==> src/rtl/fetch_unit_if.sv <==
// Instruction-memory read port between the fetch stage (master) and instruction memory (slave).
// A request is held until the memory answers with imem_valid; imem_rdata is valid in that cycle.
interface fetch_unit_if #(
    parameter int PC_WIDTH    = 16,
    parameter int INSTR_WIDTH = 32
);
    logic                   imem_req;
    logic [PC_WIDTH-1:0]    imem_addr;
    logic                   imem_valid;
    logic [INSTR_WIDTH-1:0] imem_rdata;

    modport master (
        output imem_req,
        output imem_addr,
        input  imem_valid,
        input  imem_rdata
    );

    modport slave (
        input  imem_req,
        input  imem_addr,
        output imem_valid,
        output imem_rdata
    );
endinterface

==> src/rtl/fetch_unit.sv <==
// Instruction fetch stage: owns the PC, issues one outstanding imem read at a time,
// and feeds a registered IF/ID latch with a one-entry skid buffer for decode stalls.
module fetch_unit #(
    parameter int                  PC_WIDTH    = 16,
    parameter int                  INSTR_WIDTH = 32,
    parameter int                  OP_BITS     = 6,
    parameter logic [PC_WIDTH-1:0] RESET_PC    = '0
) (
    input  logic                   clk,
    input  logic                   rst_n,
    input  logic                   stall,
    input  logic                   redirect,
    input  logic [PC_WIDTH-1:0]    redirect_pc,
    fetch_unit_if.master           imem,
    output logic                   if_valid,
    output logic [INSTR_WIDTH-1:0] if_instr,
    output logic [PC_WIDTH-1:0]    if_pc,
    output logic [OP_BITS-1:0]     if_opcode
);

    typedef enum logic [1:0] {
        START    = 2'd0,
        FETCH    = 2'd1,
        KILL     = 2'd2,
        BUFFERED = 2'd3
    } state_t;

    state_t                 state_reg,     state_next;
    logic [PC_WIDTH-1:0]    pc_reg,        pc_next;
    logic [PC_WIDTH-1:0]    kill_addr_reg, kill_addr_next;
    logic                   if_valid_reg,  if_valid_next;
    logic [INSTR_WIDTH-1:0] if_instr_reg,  if_instr_next;
    logic [PC_WIDTH-1:0]    if_pc_reg,     if_pc_next;
    logic                   buf_valid_reg, buf_valid_next;
    logic [INSTR_WIDTH-1:0] buf_instr_reg, buf_instr_next;
    logic [PC_WIDTH-1:0]    buf_pc_reg,    buf_pc_next;
    logic [PC_WIDTH-1:0]    pc_inc;

    assign pc_inc = pc_reg + {{(PC_WIDTH-1){1'b0}}, 1'b1};

    // In KILL the abandoned request is still in flight, so its address must stay on the bus.
    assign imem.imem_req  = (state_reg == FETCH) || (state_reg == KILL);
    assign imem.imem_addr = (state_reg == KILL) ? kill_addr_reg : pc_reg;

    assign if_valid  = if_valid_reg;
    assign if_instr  = if_instr_reg;
    assign if_pc     = if_pc_reg;
    assign if_opcode = if_instr_reg[INSTR_WIDTH-1 -: OP_BITS];

    always_ff @(posedge clk or negedge rst_n) begin
        if (!rst_n) begin
            state_reg     <= START;
            pc_reg        <= RESET_PC;
            kill_addr_reg <= RESET_PC;
            if_valid_reg  <= 1'b0;
            if_instr_reg  <= '0;
            if_pc_reg     <= '0;
            buf_valid_reg <= 1'b0;
            buf_instr_reg <= '0;
            buf_pc_reg    <= '0;
        end else begin
            state_reg     <= state_next;
            pc_reg        <= pc_next;
            kill_addr_reg <= kill_addr_next;
            if_valid_reg  <= if_valid_next;
            if_instr_reg  <= if_instr_next;
            if_pc_reg     <= if_pc_next;
            buf_valid_reg <= buf_valid_next;
            buf_instr_reg <= buf_instr_next;
            buf_pc_reg    <= buf_pc_next;
        end
    end

    always_comb begin
        state_next     = state_reg;
        pc_next        = pc_reg;
        kill_addr_next = kill_addr_reg;
        if_valid_next  = if_valid_reg;
        if_instr_next  = if_instr_reg;
        if_pc_next     = if_pc_reg;
        buf_valid_next = buf_valid_reg;
        buf_instr_next = buf_instr_reg;
        buf_pc_next    = buf_pc_reg;

        // Decode consumes IF/ID on every unstalled cycle; a refill below re-raises it.
        if (!stall) begin
            if_valid_next = 1'b0;
        end

        unique case (state_reg)
            START: begin
                state_next = FETCH;
            end
            FETCH: begin
                if (imem.imem_valid) begin
                    if (!redirect) begin
                        if (!stall) begin
                            if_valid_next = 1'b1;
                            if_instr_next = imem.imem_rdata;
                            if_pc_next    = pc_reg;
                        end else begin
                            buf_valid_next = 1'b1;
                            buf_instr_next = imem.imem_rdata;
                            buf_pc_next    = pc_reg;
                            state_next     = BUFFERED;
                        end
                        pc_next = pc_inc;
                    end
                end else if (redirect) begin
                    kill_addr_next = pc_reg;
                    state_next     = KILL;
                end
            end
            KILL: begin
                if (imem.imem_valid) begin
                    state_next = FETCH;
                end
            end
            BUFFERED: begin
                if (!stall) begin
                    if_valid_next  = buf_valid_reg;
                    if_instr_next  = buf_instr_reg;
                    if_pc_next     = buf_pc_reg;
                    buf_valid_next = 1'b0;
                    state_next     = FETCH;
                end
            end
            default: begin
                state_next = START;
            end
        endcase

        // Redirect wins over stall and over a same-cycle completion.
        if (redirect) begin
            if_valid_next  = 1'b0;
            buf_valid_next = 1'b0;
            pc_next        = redirect_pc;
            if (state_reg == BUFFERED) begin
                state_next = FETCH;
            end
        end
    end

endmodule

==> src/flat_wrapper.sv <==
// flat-port wrapper written by rule: the top's interface ports become plain ports
module fetch_unit_flat 
#(
    parameter int                  PC_WIDTH    = 16,
    parameter int                  INSTR_WIDTH = 32,
    parameter int                  OP_BITS     = 6,
    parameter logic [PC_WIDTH-1:0] RESET_PC    = '0
)
  (clk, rst_n, stall, redirect, redirect_pc, if_valid, if_instr, if_pc, if_opcode, imem_imem_req, imem_imem_addr, imem_imem_valid, imem_imem_rdata);
  fetch_unit_if #(.PC_WIDTH(PC_WIDTH), .INSTR_WIDTH(INSTR_WIDTH)) imem_i ();
  input  logic clk;
  input  logic rst_n;
  input  logic stall;
  input  logic redirect;
  input  logic [PC_WIDTH-1:0] redirect_pc;
  output logic if_valid;
  output logic [INSTR_WIDTH-1:0] if_instr;
  output logic [PC_WIDTH-1:0] if_pc;
  output logic [OP_BITS-1:0] if_opcode;
  output wire logic [$bits(imem_i.imem_req)-1:0] imem_imem_req;
  output wire logic [$bits(imem_i.imem_addr)-1:0] imem_imem_addr;
  input wire logic [$bits(imem_i.imem_valid)-1:0] imem_imem_valid;
  input wire logic [$bits(imem_i.imem_rdata)-1:0] imem_imem_rdata;
  assign imem_imem_req = imem_i.imem_req;
  assign imem_imem_addr = imem_i.imem_addr;
  assign imem_i.imem_valid = imem_imem_valid;
  assign imem_i.imem_rdata = imem_imem_rdata;
  fetch_unit #(.PC_WIDTH(PC_WIDTH), .INSTR_WIDTH(INSTR_WIDTH), .OP_BITS(OP_BITS), .RESET_PC(RESET_PC)) u_core (.clk(clk), .rst_n(rst_n), .stall(stall), .redirect(redirect), .redirect_pc(redirect_pc), .imem(imem_i), .if_valid(if_valid), .if_instr(if_instr), .if_pc(if_pc), .if_opcode(if_opcode));
endmodule
==> config.mk <==
export PLATFORM = sky130hd
export DESIGN_NAME = fetch_unit_flat
export DESIGN_NICKNAME = d
export VERILOG_FILES = /design/src/rtl/fetch_unit_if.sv /design/src/rtl/fetch_unit.sv /design/src/flat_wrapper.sv
export SDC_FILE = /design/constraint.sdc
export NUM_CORES = 1
export LEC_CHECK = 0
export CAP_MARGIN = 5
export CORE_ASPECT_RATIO = 1.2
export CORE_MARGIN = 3
export CORE_UTILIZATION = 51
export CTS_CLUSTER_DIAMETER = 80
export CTS_CLUSTER_SIZE = 14
export DETAILED_ROUTE_END_ITERATION = 10
export GPL_ROUTABILITY_DRIVEN = 0
export PLACE_DENSITY_LB_ADDON = 0.2
export REMOVE_ABC_BUFFERS = 1
export SYNTH_ARGS = -nofsm -noshare
export SYNTH_HDL_FRONTEND = slang
export SYNTH_SLANG_ARGS = --single-unit
==> constraint.sdc <==
create_clock -name clk -period 2.1 [get_ports clk]
set_input_delay 0.315 -clock clk [delete_from_list [all_inputs] [get_ports clk]]
set_output_delay 0.315 -clock clk [all_outputs]
set_load 0.05 [all_outputs]
==> qor.yml <==
vias: 4379
synthArstFlopShare_pct: 100.0
nFillCells: 825
pin_count: 125
drt_first_pass_iters: 6
rsz0062_at_grt: "true"
postSynthAreaPerCell_um2: 11.59
grt_max_degree: 75
final.setup_skew_ns: 0.008969
p_per_area_nw_per_um2: 1668
first_global_vias: 4526
dp_hpwl_mm: 9.201
worstRegToRegCells: 8
diodes: 0
die_w_um: 104.9
yosysTopAreaCell: "dfrtp_1"
synth_mux_area_share_pct: 22.27
drive_gt1_share_pct: 22.86
worstSetupEndpointType: "output pin"
clockRootBuffer: "clkbuf_16"
design_area_um2: 8194
placementRows: 42
crit_path_start: "u_core.state_reg[0]$_DFF_PN0_"
clock-sinks: 132
critPathKind: "reg2out"
h-tree-depth: 4
synth_adder_area_share_pct: 1.253
met1_length_mm: 5.905
syn2layout_area_growth_pct: 36.81
endpoint: "imem_imem_addr[12]"
vias_per_cell: 5.347
drtIter0Drc: 148
maxCapViolCount: 0
ys_types: 36
ys_seq_elements: 132
antenna_found_initial: 0
synthFlopType: "dfrtp_1"
setup_viol: 0
groute.usage.overall_pct: 21.44
r2r-start: "u_core.state_reg[1]$_DFF_PN0_"
outcome: "finished, final reports clean"
core_um2: 11250
routed.top_layer: "met4"
synth-xor-area-share_pct: 1.901
worst_pin_slew_ns: 0.5558
fp.dieArea_um2: 13090
worst_slack_ns: 0.03365
grt_pass1_wl_mm: 22.49
placed_area_um2: 7488
gr-total-overflow: 0
worstPathRequired_ns: 1.78
final_net_count: 711
synth_compound_area_share_pct: 7.416
dpl_worst_slack_ns: 0.07864
io_buffers: 124
yosysSeqAreaShare_pct: 55.15
avgRoutedWirePerCell_um: 16.69
worstPathMaxFanout: 9
synthSimpleGateAreaFrac_pct: 8.210
synth_top_family_by_area: "multiplexers"
hold_ws_ns: 0.4291
slew_viol_final: 0
cellLeakagePower_nw: 3.402
netlist.area_leader.share_pct: 55.15
hold_path_class: "in2async"
r2r_slack_ns: 0.16
finalHoldViolations: 0
die_y_um: 124.7
syn_inst: 517
cts_buffers: 17
fin_crit_ns: 2.066
start_kind: "flop"
clkLatencyLatePin_ns: 0.40
post-route-drc-count: 0
max-slew-margin-rel_pct: 62.95
critPathArrivalTime_ns: 1.75
wl_met2_mm: 6.924
ir_worst_vdd_v: 0.0008862
synth_area_leaders: "dfrtp_1 (55%), mux2_2 (11%), mux2i_1 (8.4%)"
cts_tree: "built"
cts_buffer_depth: 2
clk_pin_slew_ns: 0.06
r2r-end: "u_core.if_instr[14]$_DFFE_PN0P_"
met3WireLength_um: 656
start_util_pct: 53.26
synth-edff-count: 0
syn-cell-area_um2: 5989
drt-total-wl_mm: 13.67
ant_nets: 0
ys_warn_count: 0
fin_crit_sh_pct: 98.40
fmax_ghz: 0.4839
-- power breakdown --
part           internal (mW)  leakage (nW)  switching (mW)
clock network           1.85         0.288            1.09
logic                   2.52          1.56            3.86
registers               3.69          1.55           0.651
-- worst max-delay path, stage by stage, from the launching register on --
cell and delay [ns]:
dfrtp_1 0.40, inv_2 0.10, ha_4 0.18, buf_8 0.14, mux2_2 0.36, buf_6 0.16
-- area by class of cell --
cell class / count / area [um^2] / area share [%]
well taps: 154 / 192.7 / 2.352
clock inverters: 15 / 165.2 / 2.016
repair buffers: 158 / 1584 / 19.33
flip-flops and latches: 132 / 3303 / 40.31
clock buffers: 17 / 425.4 / 5.192
inverters: 6 / 22.52 / 0.2749
multi-input cells: 337 / 2501 / 30.52
-- synthesized netlist by cell type (6+ instances only) --
cell type,count
mux2_1,13
nor4_1,6
o21ai_0,23
dfrtp_1,132
nand2_1,29
clkbuf_1,20
mux2i_1,50
xnor2_1,9
buf_4,7
buf_2,11
mux2_2,61
nor2_1,52
inv_1,6
ha_1,6
a21oi_1,53
-- per-stage QoR --
step           utilization, %   TNS [ns]  std cells  total power [mW]
2_1_floorplan               -    -246.43        475             8.517
3_3_place_gp            66.59          0        783             10.41
3_5_place_dp            66.59          0        783             10.64
4_1_cts                 72.24  -0.001650        817             13.68
5_1_grt                 72.86    -0.1696        819             14.37
6_report                72.86          0        819             13.66
-- routing by layer --
layer	GRT usage (%)	vias to the layer above
li1	-	2071
met1	27.72	2171
met2	35.55	123
met3	5.029	14
met4	7.104	0
met5	0	-
-- worst min path at each step --
stage	from	to	slack, ns	cells after the start
after floorplan	rst_n	u_core.buf_instr_reg[0]$_DFFE_PN0P_	0.02	0
after global placement	rst_n	u_core.if_instr[17]$_DFFE_PN0P_	0.31	1
after detailed placement	rst_n	u_core.if_instr[1]$_DFFE_PN0P_	0.31	1
after CTS	rst_n	u_core.if_pc[5]$_DFFE_PN0P_	0.45	2
after global routing	rst_n	u_core.if_instr[17]$_DFFE_PN0P_	0.48	2
final	rst_n	u_core.if_instr[17]$_DFFE_PN0P_	0.43	2
-- logic make-up (layout without fill, tap and decap cells) --
logic type / after synthesis / after routing
buf+inv: 48 / 196
simple gates: 109 / 109
xor+xnor: 13 / 13
fa+ha+maj: 6 / 6
flops: 132 / 132
compound gates: 85 / 85
mux: 124 / 124
-- cell usage in the layout (no fill, tap or decap), types with 6 or more instances in the layout --
cell type / Yosys / layout
buf_6: 1 / 16
clkinv_2: 0 / 7
clkdlybuf4s50_1: 0 / 106
nor4_1: 6 / 6
o21ai_0: 23 / 21
mux2i_1: 50 / 50
a21oi_1: 53 / 52
dfrtp_1: 132 / 132
buf_4: 7 / 29
xnor2_1: 9 / 9
mux2_1: 13 / 13
nor2_1: 52 / 52
clkbuf_16: 0 / 17
nand2_1: 29 / 29
mux2_2: 61 / 60
-- what timing repair did --
action | 4_1_cts | 5_1_grt
endpoints found under the hold margin | 51 | 0
hold buffers | 1 | 0
resized for setup | 10 | 15
buffers inserted | 0 | 2
setup endpoints to repair | 16 | 52
gates cloned | 1 | 0
Note: power is estimated with default switching activity, not from simulation.
==> RTL change 1: new RTL, config.mk and constraints unchanged <==
`OP_BITS` is set to 6 in 2 places; all go to 3.
--- a/src/rtl/fetch_unit.sv
+++ b/src/rtl/fetch_unit.sv
@@ -5,3 +5,3 @@
     parameter int                  INSTR_WIDTH = 32,
-    parameter int                  OP_BITS     = 6,
+    parameter int                  OP_BITS     = 3,
     parameter logic [PC_WIDTH-1:0] RESET_PC    = '0
--- a/src/flat_wrapper.sv
+++ b/src/flat_wrapper.sv
@@ -5,3 +5,3 @@
     parameter int                  INSTR_WIDTH = 32,
-    parameter int                  OP_BITS     = 6,
+    parameter int                  OP_BITS     = 3,
     parameter logic [PC_WIDTH-1:0] RESET_PC    = '0
Interface: changed (resized if_opcode); port bits go from 125 to 122. No check against the original RTL was run, so the function may have changed too.
==> RTL change 1 against the original RTL <==
Design area down 0.29%; routed wire length shrank 2.0%; hold slack improved by 0.034 ns; power fell by 1.8%; clock skew about the same; sequential cell count stayed put; combinational power decreased by 2%; synthesized area fell by 0.38%; critical path depth unchanged; setup slack better by 0.0025 ns; cell count is 0.12% lower.
==> RTL change 1: results (changes against the original RTL) <==
- The final layout net count is 710 (-0.14%).
- The wire length reported by the detailed router was 13400 µm (-2.0%).
* Area after detailed placement: 7480 µm² (-0.10%)
* Number of global-route vias before repair: 4497 (-0.64%)
- Crit path max-delay family: buffers and inverters
* Largest net degree at the start of global routing: 60 (-20%)
- In this run the critical register-to-register path is launched from u_core.state_reg[0].
- Max rail drop VDD: 0.000944 V (+6.6%)
* Fraction of final layout cells with drive strength greater than 1: 0.230 (+0.00185)
- Normalized max-slew margin: 0.623 (-0.00683)
- The clock skew after layout was 0.00882 ns (-0.000149 ns).
- Sorting the synthesized cells by area gives the leading types as sky130_fd_sc_hd__dfrtp_1, sky130_fd_sc_hd__mux2_2, sky130_fd_sc_hd__mux2i_1.
* Clock latency of the later-clocked register in the worst-skew pair: 0.41 ns
- The run finished with clean final reports.
- The post-DP HPWL is 9100 µm (-1.1%).
* Portion of the post-synthesis area used by sequential elements: 0.554 (+0.00208)
- The data arrival time of the worst path came to 1.75 ns (about the same).
* Wire length of the first global-routing pass: 22500 µm (+0.18%)
- Peak Freq: 0.485 GHz (+0.12%)
* Maximum fanout along the worst path: 6 (-3)
- The number of search-and-repair iterations in the first detailed-routing pass came to 4 (-2).
* Via-to-Cell Ratio: 5.32 (-0.50%)
- Pleak: 0.00339 µW (-0.27%)
- Total routing resource utilization after global routing: 0.213 (-0.00142)
- The number of buffers added on ports came to 121 (-2.4%).
- Setup WS pre-CTS: 0.0978 ns (+0.0191 ns)
- Class of the most critical hold timing path: input port to register
- The first-iteration detailed-routing DRC count was 204 (+38%).
## RTL change 1: changes by cell type in the layout (fill, tap and decap cells not counted)
cell	delta
sky130_fd_sc_hd__clkdlybuf4s50_1	-3
sky130_fd_sc_hd__clkinv_2	-2
sky130_fd_sc_hd__clkinv_4	+2
sky130_fd_sc_hd__buf_4	+1
sky130_fd_sc_hd__buf_6	+1
sky130_fd_sc_hd__bufinv_16	-1
sky130_fd_sc_hd__clkbuf_1	+1
sky130_fd_sc_hd__clkbuf_8	+1
sky130_fd_sc_hd__clkinvlp_4	-1
## RTL change 1: path summary, 6_finish.rpt
path                       depth (start not counted)                  endpoint
max                                                5         imem_imem_addr[6]
min                                                3         u_core.pc_reg[14]
max reg2reg                                        6  u_core.buf_instr_reg[21]
min reg2reg                                        2   u_core.kill_addr_reg[8]
max in group asynchronous                          3        u_core.if_instr[4]
min in group asynchronous                          2  u_core.buf_instr_reg[17]
## RTL change 1: repair_timing
action,in CTS,in global routing
gates cloned,1,0
hold buffers,1,0
endpoints found under the hold margin,56,0
pin swaps,0,0
buffers inserted,1,0
gates resized for setup,8,18
endpoints found under the setup margin,16,35
## RTL change 1: cells by family after synthesis
kind of cell    Yosys count  share of synthesized area
flops                   132                      0.554
mux                     124                      0.224
simple gates            109                     0.0824
compound gates           85                     0.0744
buf+inv                  45                     0.0344
xor+xnor                 13                     0.0191
fa+ha+maj                 6                     0.0126
## RTL change 1: power by group
| group | total [µW] | switching [µW] | leakage (µW) | internal, µW |
|---|---|---|---|---|
| registers | 4340 | 643 | 0.00155 | 3690 |
| clock network | 2860 | 1090 | 0.000282 | 1770 |
| logic | 6230 | 3750 | 0.00156 | 2480 |
## RTL change 1: metal layers
layer	up-vias	global-route usage	wire length [µm]	share of wire
met3	18	0.0467	606	0.045
li1	2080	-	-	-
met2	118	0.358	6710	0.50
met5	-	0	0	0
met1	2136	0.279	5890	0.44
met4	0	0.0587	178	0.013
## RTL change 1: through the flow
stage	TNS, ns	hold slack, ns	cells
4_1_cts	0	0.455	818
2_1_floorplan	-246.43	0.0194	475
3_5_place_dp	0	0.329	783
6_report	0	0.463	818
5_1_grt	-0.0186	0.484	818
3_3_place_gp	0	0.326	783
## RTL change 1: final cells by class
class / count / area (µm²)
sequential: 132 / 3300
tap: 154 / 193
clock inverter: 13 / 135
fill: 833 / 3080
timing repair buffer: 157 / 1570
clock buffer: 19 / 443
multi-input combinational: 337 / 2500
inverter: 6 / 22.5
## RTL change 1: worst min-delay path, delay by kind of cell
family,cells,cell delay (ns)
simple gates,1,0.05
buf+inv,1,0.40
compound gates,1,0.07
==> RTL change 2: new RTL, same flow settings <==
Made on the original files. Reset style: synchronous (`rst_n`), changed in one clocked block.
--- a/src/rtl/fetch_unit.sv
+++ b/src/rtl/fetch_unit.sv
@@ -49,3 +49,3 @@
 
-    always_ff @(posedge clk or negedge rst_n) begin
+    always_ff @(posedge clk) begin
         if (!rst_n) begin
Behaviour: differs if rst_n is asserted again (counterexample within 4 cycles, from zero or initial values and one cycle with rst_n low); with rst_n held inactive, the same outputs for 4 cycles.
==> RTL change 2 against the original RTL <==
Sequential cell count unchanged; setup slack improved by 0.032 ns; hold slack improved by 0.025 ns; synthesized area decreased by 5.0%; routed wire length increased by 6.4%; synthesized cell count increased by 30%; count of clock-buffer cells in the layout increased by 2; design area decreased by 5.8%; critical endpoint is now imem_imem_addr[10].
Power is not compared: it rests on default switching activity, and its combinational part moved more than twofold at a synthesized area within 25%.
==> RTL change 2: results (changes against the original RTL) <==
- The number of search-and-repair iterations in the first detailed-routing pass came to 4 (-2).
- Number of global-route vias before repair: 5034 (+11%)
- Wire length of the first global-routing pass: 23500 µm (+4.6%)
* Top Metal Used: met4
- The largest stage delay on the critical path is 0.35 ns (-0.05 ns).
* Normalized max-slew margin: 0.629 (about the same)
* Count of cell types in the netlist: 37 (+2.8%)
- The largest net degree at the start of global routing came to 80 (+6.7%).
* Count of fill cells added during filler insertion: 821 (-0.48%)
- Net total in the final layout: 841 (+18%)
- Detail Placement HPWL: 9130 µm (-0.76%)
- The number of diodes added for antenna fixing is 0 (unchanged).
- Clock transition at path regs: 0.06 ns (about the same)
* CP max stage cell: sky130_fd_sc_hd__dfxtp_2
* Portion of the post-synthesis area used by sequential elements: 0.464 (-0.0873)
- The initial antenna violation count came to 0 (unchanged).
- The clock skew after layout was 0.00753 ns (-0.00144 ns).
- The number of vias in the routed layout was 5129 (+17%).
- The share of flip-flops with an asynchronous set or reset is 0 (-1.00).
- The count of yosys warnings during synthesis is 0 (unchanged).
* Detailed-route wire length: 14500 µm (+6.4%)
- Pleak: 0.00258 µW
- Commonest register cell after synthesis: sky130_fd_sc_hd__dfxtp_1
- Number of DRC markers in iteration 0: 197 (+33%)
* Cells taking the most area after synthesis: sky130_fd_sc_hd__dfxtp_1, sky130_fd_sc_hd__nand2_1, sky130_fd_sc_hd__mux2i_1
- Outcome: finished, final reports clean
- Metal2 WL: 7320 µm (+5.7%)
- Wl on met1: 6080 µm (+2.9%)
- Fraction of final layout cells with drive strength greater than 1: 0.140 (-0.0889)
- Endpoint arrival time on the critical path: 1.72 ns (-0.03 ns)
- The critical-path maximum fanout was 6 (-3).
- Detailed route wirelength on metal3: 871 µm (+33%)
- The placed standard-cell area was 7060 µm² (-5.7%).
- TritonCTS Buffers: 17 (unchanged)
- The overall global routing resource usage came to 0.236 (+0.0216).
* Synth top cells by count: sky130_fd_sc_hd__nand2_1, sky130_fd_sc_hd__dfxtp_1, sky130_fd_sc_hd__a21oi_1, sky130_fd_sc_hd__nor2_1, sky130_fd_sc_hd__mux2i_1
- Crit path max-delay family: buffers and inverters
- Class of the most critical hold timing path: register to register
## RTL change 2: final cells by class
cell class                      count  area share
Multi-Input combinational cell    465       0.359
Clock buffer                       19      0.0574
Sequential cell                   132       0.343
Timing Repair Buffer              160       0.199
Clock inverter                     13      0.0175
Tap cell                          129      0.0209
Inverter                            6     0.00308
## RTL change 2: power groups by stage
stage	clock network (µW)	registers (µW)	logic (µW)
finish	2850	2640	817
global route	3020	2650	875
CTS	2900	2640	813
detailed placement	0	2690	805
global placement	0	2690	790
floorplan	0	2820	330
## RTL change 2: through the flow
stage | worst slack, ns | cells | util | TNS (ns)
after floorplan | -4.12 | 603 | - | -289.03
after global placement | 0.131 | 889 | 0.659 | 0
after detailed placement | -0.00560 | 889 | 0.659 | -0.00560
after CTS | 0.0126 | 923 | 0.716 | 0
after global routing | 0.0112 | 924 | 0.720 | 0
final | 0.0659 | 924 | 0.720 | 0
## RTL change 2: worst register-to-register path: stages, from the launching register on
cell                       delay, ns
sky130_fd_sc_hd__dfxtp_2        0.39
sky130_fd_sc_hd__ha_2           0.27
sky130_fd_sc_hd__buf_4          0.17
sky130_fd_sc_hd__nand3b_1       0.13
sky130_fd_sc_hd__a21oi_4        0.30
sky130_fd_sc_hd__buf_4          0.30
sky130_fd_sc_hd__nor2_1         0.07
sky130_fd_sc_hd__a211oi_1       0.21
## RTL change 2: cell families (layout without fill, tap and decap cells)
kind of cell	after synthesis	in the layout	synth area share
multiplexers	66	66	0.120
AND/OR/NAND/NOR	224	224	0.165
AO/OA/AOI/OAI	156	156	0.160
adder cells (fa/ha/maj)	6	6	0.0132
flip-flops	132	132	0.464
buffers and inverters	74	198	0.0574
XOR/XNOR	13	13	0.0200
## RTL change 2: routing by layer
metal	GRT usage	vias to the layer above
li1	-	2532
met1	0.281	2405
met2	0.402	168
met3	0.0653	24
met4	0.0870	0
met5	0	-
## RTL change 2: what timing repair did
item / in CTS / in global routing
cloned: 1 / 1
setup endpoints to repair: 16 / 18
pin swaps: 0 / 0
setup buffers: 1 / 0
resized for setup: 6 / 5
## RTL change 2: path summary, 6_finish.rpt
kind | cells after the start | from | slack [ns] | to
max | 5 | u_core.state_reg[0] | 0.07 | imem_imem_addr[10]
min | 2 | u_core.buf_pc_reg[6] | 0.45 | u_core.buf_pc_reg[6]
max reg2reg | 7 | u_core.state_reg[0] | 0.17 | u_core.if_pc[13]
min reg2reg | 2 | u_core.buf_pc_reg[6] | 0.45 | u_core.buf_pc_reg[6]
